==> config.mk <==
export PLATFORM = sky130hd
export DESIGN_NAME = debounce_bank
export DESIGN_NICKNAME = d
export VERILOG_FILES = /design/src/rtl/debounce_pkg.sv /design/src/rtl/debounce_channel.sv /design/src/rtl/debounce_bank.sv
export SDC_FILE = /design/constraint.sdc
export NUM_CORES = 1
export LEC_CHECK = 0
export CAP_MARGIN = 25
export CORE_ASPECT_RATIO = 1.75
export CORE_MARGIN = 1
export CORE_UTILIZATION = 60
export DETAILED_ROUTE_END_ITERATION = 8
export DONT_BUFFER_PORTS = 1
export GPL_ROUTABILITY_DRIVEN = 1
export GPL_TIMING_DRIVEN = 1
export PLACE_DENSITY = 0.76
export SETUP_SLACK_MARGIN = 0.4
export SLEW_MARGIN = 20
export SYNTH_ARGS = -nofsm -noshare
export SYNTH_HDL_FRONTEND = slang
export SYNTH_SLANG_ARGS = --single-unit
==> constraint.sdc <==
create_clock -name clk -period 2.2 [get_ports clk]
set_input_delay 0.44 -clock clk [delete_from_list [all_inputs] [get_ports clk]]
set_output_delay 0.44 -clock clk [all_outputs]
set_load 0.02 [all_outputs]
==> src/rtl/debounce_pkg.sv <==
// Shared constants for the board-input debouncer: 100 MHz timing defaults and channel map.
// Latency: n/a (constants only). Backpressure: n/a.
// Optional auto-repeat is enabled with DEBOUNCE_AUTOREPEAT_EN.
package debounce_pkg;

    localparam int DB_CYCLES_DEFAULT   = 1_000_000;   // 10 ms @ 100 MHz
    localparam int SYNC_STAGES_DEFAULT = 2;
    localparam int RPT_DELAY_DEFAULT   = 50_000_000;  // 500 ms
    localparam int RPT_RATE_DEFAULT    = 20_000_000;  // 200 ms

    localparam int SW0        = 0;
    localparam int SW1        = 1;
    localparam int SW2        = 2;
    localparam int BTN_UP     = 3;
    localparam int BTN_DOWN   = 4;
    localparam int BTN_LEFT   = 5;
    localparam int BTN_RIGHT  = 6;
    localparam int BTN_CENTER = 7;

    function automatic int max_int(input int a, input int b);
        return (a > b) ? a : b;
    endfunction

endpackage

==> src/rtl/debounce_channel.sv <==
// One debounced input: synchroniser, stability counter, level, rise/fall strobes, optional repeat.
// Latency: SYNC_STAGES + DB_CYCLES cycles from a stable in_raw step to level change.
// Backpressure: none; strobes are single-cycle and unconditional. Repeat under DEBOUNCE_AUTOREPEAT_EN.
module debounce_channel
    import debounce_pkg::*;
#(
    parameter int DB_CYCLES   = DB_CYCLES_DEFAULT,
    parameter int SYNC_STAGES = SYNC_STAGES_DEFAULT
`ifdef DEBOUNCE_AUTOREPEAT_EN
    ,
    parameter int RPT_DELAY   = RPT_DELAY_DEFAULT,
    parameter int RPT_RATE    = RPT_RATE_DEFAULT
`endif
) (
    input  logic clk,
    input  logic reset,
    input  logic in_raw,
    output logic level,
    output logic rise,
    output logic fall,
    output logic rpt
);

    localparam int CNT_W = $clog2(DB_CYCLES);
    localparam logic [CNT_W-1:0] CNT_MAX = CNT_W'(DB_CYCLES - 1);

    logic [SYNC_STAGES-1:0] sync;
    logic [CNT_W-1:0]       cnt;
    logic                   s;
    logic                   take;

    assign s    = sync[SYNC_STAGES-1];
    // Counter saturates at CNT_MAX: that edge commits the new level instead of wrapping.
    assign take = (s != level) && (cnt == CNT_MAX);

    always_ff @(posedge clk) begin
        if (reset) begin
            sync  <= '0;
            cnt   <= '0;
            level <= 1'b0;
            rise  <= 1'b0;
            fall  <= 1'b0;
        end else begin
            sync <= {sync[SYNC_STAGES-2:0], in_raw};
            rise <= 1'b0;
            fall <= 1'b0;
            if (s == level) begin
                cnt <= '0;
            end else if (take) begin
                level <= s;
                cnt   <= '0;
                rise  <= s;
                fall  <= ~s;
            end else begin
                cnt <= cnt + 1'b1;
            end
        end
    end

`ifdef DEBOUNCE_AUTOREPEAT_EN
    localparam int RPT_W = $clog2(max_int(RPT_DELAY, RPT_RATE));
    localparam logic [RPT_W-1:0] DLY_MAX  = RPT_W'(RPT_DELAY - 1);
    localparam logic [RPT_W-1:0] RATE_MAX = RPT_W'(RPT_RATE - 1);

    logic [RPT_W-1:0] rcnt;
    logic             first;

    // 'first' selects the initial hold delay; afterwards the shorter repeat period applies.
    always_ff @(posedge clk) begin
        if (reset) begin
            rcnt  <= '0;
            first <= 1'b0;
            rpt   <= 1'b0;
        end else begin
            rpt <= 1'b0;
            if (take && s) begin
                rcnt  <= '0;
                first <= 1'b1;
            end else if (take || !level) begin
                rcnt  <= '0;
                first <= 1'b0;
            end else if (rcnt == (first ? DLY_MAX : RATE_MAX)) begin
                rpt   <= 1'b1;
                rcnt  <= '0;
                first <= 1'b0;
            end else begin
                rcnt <= rcnt + 1'b1;
            end
        end
    end
`else
    assign rpt = 1'b0;
`endif

endmodule

==> src/rtl/debounce_bank.sv <==
// N_CH independent board-input debouncers (switches/buttons) feeding the control FSMs.
// Latency: SYNC_STAGES + DB_CYCLES cycles per channel. Backpressure: none.
// Hold-to-repeat strobes exist only when DEBOUNCE_AUTOREPEAT_EN is defined; otherwise db_rpt is 0.
module debounce_bank
    import debounce_pkg::*;
#(
    parameter int N_CH        = 8,
    parameter int DB_CYCLES   = DB_CYCLES_DEFAULT,
    parameter int SYNC_STAGES = SYNC_STAGES_DEFAULT,
    parameter int RPT_DELAY   = RPT_DELAY_DEFAULT,
    parameter int RPT_RATE    = RPT_RATE_DEFAULT
) (
    input  logic            clk,
    input  logic            reset,
    input  logic [N_CH-1:0] in_raw,
    output logic [N_CH-1:0] db_level,
    output logic [N_CH-1:0] db_rise,
    output logic [N_CH-1:0] db_fall,
    output logic [N_CH-1:0] db_rpt
);

    if (N_CH < 1 || DB_CYCLES < 2 || SYNC_STAGES < 2 || RPT_DELAY < 2 || RPT_RATE < 2) begin : g_bad_params
        $error("debounce_bank: parameter out of range");
    end

    for (genvar i = 0; i < N_CH; i++) begin : g_ch
        debounce_channel #(
            .DB_CYCLES   (DB_CYCLES),
            .SYNC_STAGES (SYNC_STAGES)
`ifdef DEBOUNCE_AUTOREPEAT_EN
            ,
            .RPT_DELAY   (RPT_DELAY),
            .RPT_RATE    (RPT_RATE)
`endif
        ) u_ch (
            .clk    (clk),
            .reset  (reset),
            .in_raw (in_raw[i]),
            .level  (db_level[i]),
            .rise   (db_rise[i]),
            .fall   (db_fall[i]),
            .rpt    (db_rpt[i])
        );
    end

endmodule

==> flow_summary_export.csv <==
group,metric,value,unit
worst_setup_path,slowest_stage,"or4_4",
placement,place_ws,0.237,ns
pwr,ir_drop,0.517,mV
floorplanning,io-pin-count,42,
floorplanning,fp.dieH,163,um
worst_setup_path,start_kind,"register",
worst_setup_path,cp_max_fo,4,
cells_and_area,nets,1021,
cells_and_area,fillers,1102,
global_routing,grt-ovfl-total,0,
sta,setup_tns,0,ns
synth,synth_fa_ha_area_share,1.13,%
detailed_routing,first_pass_iters,4,
sta,setup_slack,0.232,ns
worst_setup_path,cp_cell_sequence,"or4b_1 > or4_4 > or2_4 > nor4_4",
synth,synthTopCellsByCount,"dfxtp_1, nor2_1, a21oi_1",
global_routing,grt_pass1_wl,29300,um
detailed_routing,drc,0,
floorplanning,initial_core_util,61.5,%
global_routing,grt_pass1_vias,6589,
clock_network,cts_buffers,17,
placement,routabilityCongestion,0.840,
synth,avgSynthCellArea,8.88,sq um
clock_network,clkTransAtPathRegs,0.07,ns
worst_setup_path,r2r-start,"g_ch[5].u_ch.cnt[13]",
synth,synth.distinct_cells,51,
hold_path,hold_class,"in -> reg",
synth,synth_area,8880,sq um
synth,synth_edf_count,0,
sta,clock_skew,0.0129,ns
detailed_routing,ant_nets,0,
synth,ys_async_sr_fraction,0,%
hold_path,hold_start,"reset",
floorplanning,die-area,15300,sq um
detailed_routing,via_per_inst,5.87,
floorplanning,die_w,93.9,um
synth,synth_top_cell_by_area,"dfxtp_1",
detailed_routing,drt_iter0_markers,255,
pwr,p_per_area,729,nW/um^2
synth,synth_mux_area_share,0,%
synth,synth_compound_area_share,9.19,%
worst_setup_path,crit_arrival,2.29,ns
sta,finalSetupViolCount,0,
worst_setup_path,crit_type,"reg -> reg",
floorplanning,fp.coreArea,14400,sq um
global_routing,grt_max_degree,43,
floorplanning,rows,58,
global_routing,track_usage,23.7,%
clock_network,clk_path_buf_depth,2,
cells_and_area,drive_above_1_share,16.1,%
sta,fin_crit,1.97,ns
global_routing,antenna_found_initial,0,
outcome,status,"completed",
synth,syn_inst,999,
clock_network,cts_max_level,4,
sta,slew_headroom,54.1,%
sta,fmax,508,MHz
synth,synth_simple_gate_area_share,29.2,%
run,drv_cap,0,
sta,final_max_slew_viol_count,0,
synth,ys_ff_latch,200,
synth,ys_seq_area_share,45.1,%
clock_network,clock-sinks,200,
synth,synth-main-ff-cell,"dfxtp_1",
detailed_routing,wire_per_inst,14.8,um
worst_setup_path,required,2.52,ns
clock_network,cts_tree,"built",
detailed_routing,num_vias,7023,
synth,synth_area_leaders,"dfxtp_1, nor2_1, xnor2_1",
cells_and_area,multiInputGateArea,4640,sq um
synth,synth_top_family_by_area,"simple AND/OR/NAND/NOR gates",
synth,synth.most_common_cell,"dfxtp_1",
detailed_routing,wirelength,17700,um
sta,tightest_slew,0.684,ns
synth,synth_top_area_share,45.1,%
sta,post-route-period-util,89.4,%
cells_and_area,seqCellArea,4050,sq um
worst_setup_path,worstSetupEndpointType,"register",
placement,port_buffers,0,
synth,synth-xor-area-share,9.87,%
worst_setup_path,cpPeakStageDelay,0.57,ns
clock_network,cts-root-buf,"clkbuf_16",
pwr,leakage,0.00305,uW
placement,place_hpwl,11500,um
sta,rsz0062_at_grt,"true",
cells_and_area,area_growth,13.5,%
clock_network,postCtsHoldBufs,0,
worst_setup_path,critPathLaunch,"g_ch[5].u_ch.cnt[13]",
synth,yosys_warnings,0,
cells_and_area,num_antenna_cells,0,
clock_network,clkLatencyLatePin,0.43,ns
sta,finalHoldViolations,0,
==> per-stage QoR <==
| step | total power, uW | hold WS [ns] | cell area, sq um | cells | utilization (%) |
|---|---|---|---|---|---|
| after floorplan | 3810 | 0.408 | 8970 | 1006 | - |
| after global placement | 3810 | 0.415 | 9000 | 1144 | 62.3 |
| after detailed placement | 3820 | 0.424 | 9000 | 1144 | 62.3 |
| after CTS | 7410 | 0.0703 | 9820 | 1183 | 68.0 |
| after global routing | 7570 | 0.0617 | 10100 | 1196 | 69.7 |
| final | 7340 | 0.0802 | 10100 | 1196 | 69.7 |
==> worst max-delay path, delay by kind of cell, from the launching register on <==
kind          cells  cell delay [ns]
simple gates      4             1.54
flops             1             0.32
==> power breakdown <==
part           total, uW  internal (uW)  leakage (uW)  switching (uW)
Clock               3600           2260      0.000333            1340
Sequential          3650           3630       0.00163            15.0
Combinational       87.9           33.5       0.00108            54.4
==> sequential cells by signal, indices dropped and copies added, names as in the netlist <==
register and flops:
g_ch.u_ch.sync 16, g_ch.u_ch.cnt 160, g_ch.u_ch.level 8, g_ch.u_ch.rise 8
g_ch.u_ch.fall 8
==> path summary, 6_finish.rpt <==
| path | cells after the start | endpoint | slack, ns |
|---|---|---|---|
| worst max-delay path | 4 | g_ch[5].u_ch.fall | 0.23 |
| worst min-delay path | 1 | g_ch[6].u_ch.level | 0.08 |
| worst max register to register | 4 | g_ch[5].u_ch.fall | 0.23 |
| worst min register to register | 1 | g_ch[3].u_ch.cnt[0] | 0.44 |
==> what timing repair did <==
item                                    CTS  global route
buffers inserted                          7            13
gates resized for setup                  23            44
endpoints found under the setup margin   87           101
pin swaps                                 7            17
endpoints found under the hold margin     0             0
==> cell families (layout without fill, tap and decap cells) <==
group / after synthesis / after routing
adders and majority gates: 8 / 8
and+or+nand+nor: 471 / 471
other: 1 / 8
buffers and inverters: 91 / 101
xor gates and xnor gates: 100 / 100
DFF: 200 / 200
AOI/OAI and AO/OA: 128 / 128
==> routing by layer <==
metal | up-vias | wire, um | GRT usage, %
li1 | 3522 | - | -
met5 | - | 0 | 0
met1 | 3311 | 7140 | 26.5
met2 | 154 | 9440 | 43.4
met4 | 0 | 454 | 9.65
met3 | 36 | 688 | 4.20
==> final cells by class <==
type | instances | share of cell area (%)
inverter | 30 | 1.12
sequential | 200 | 40.2
multi-input combinational | 715 | 46.1
clock inverter | 14 | 2.66
tap | 180 | 2.24
clock buffer | 18 | 4.26
timing repair buffer | 39 | 3.44
==> cells in the final DEF (no fill, tap or decap), drive strengths merged, types with 5 or more instances in the layout <==
cell type / count
a21oi: 58
and2: 13
and3: 22
and4: 12
buf: 39
bufinv: 7
clkbuf: 18
conb: 8
dfxtp: 200
ha: 8
inv: 33
nand2: 51
nand3: 56
nand4: 40
nor2: 124
nor2b: 17
nor3: 14
nor4: 25
nor4b: 9
o21ai: 30
o31ai: 32
or2: 8
or3: 28
or4: 40
or4b: 5
xnor2: 51
xor2: 49
Note: power is estimated with default switching activity, not from simulation.
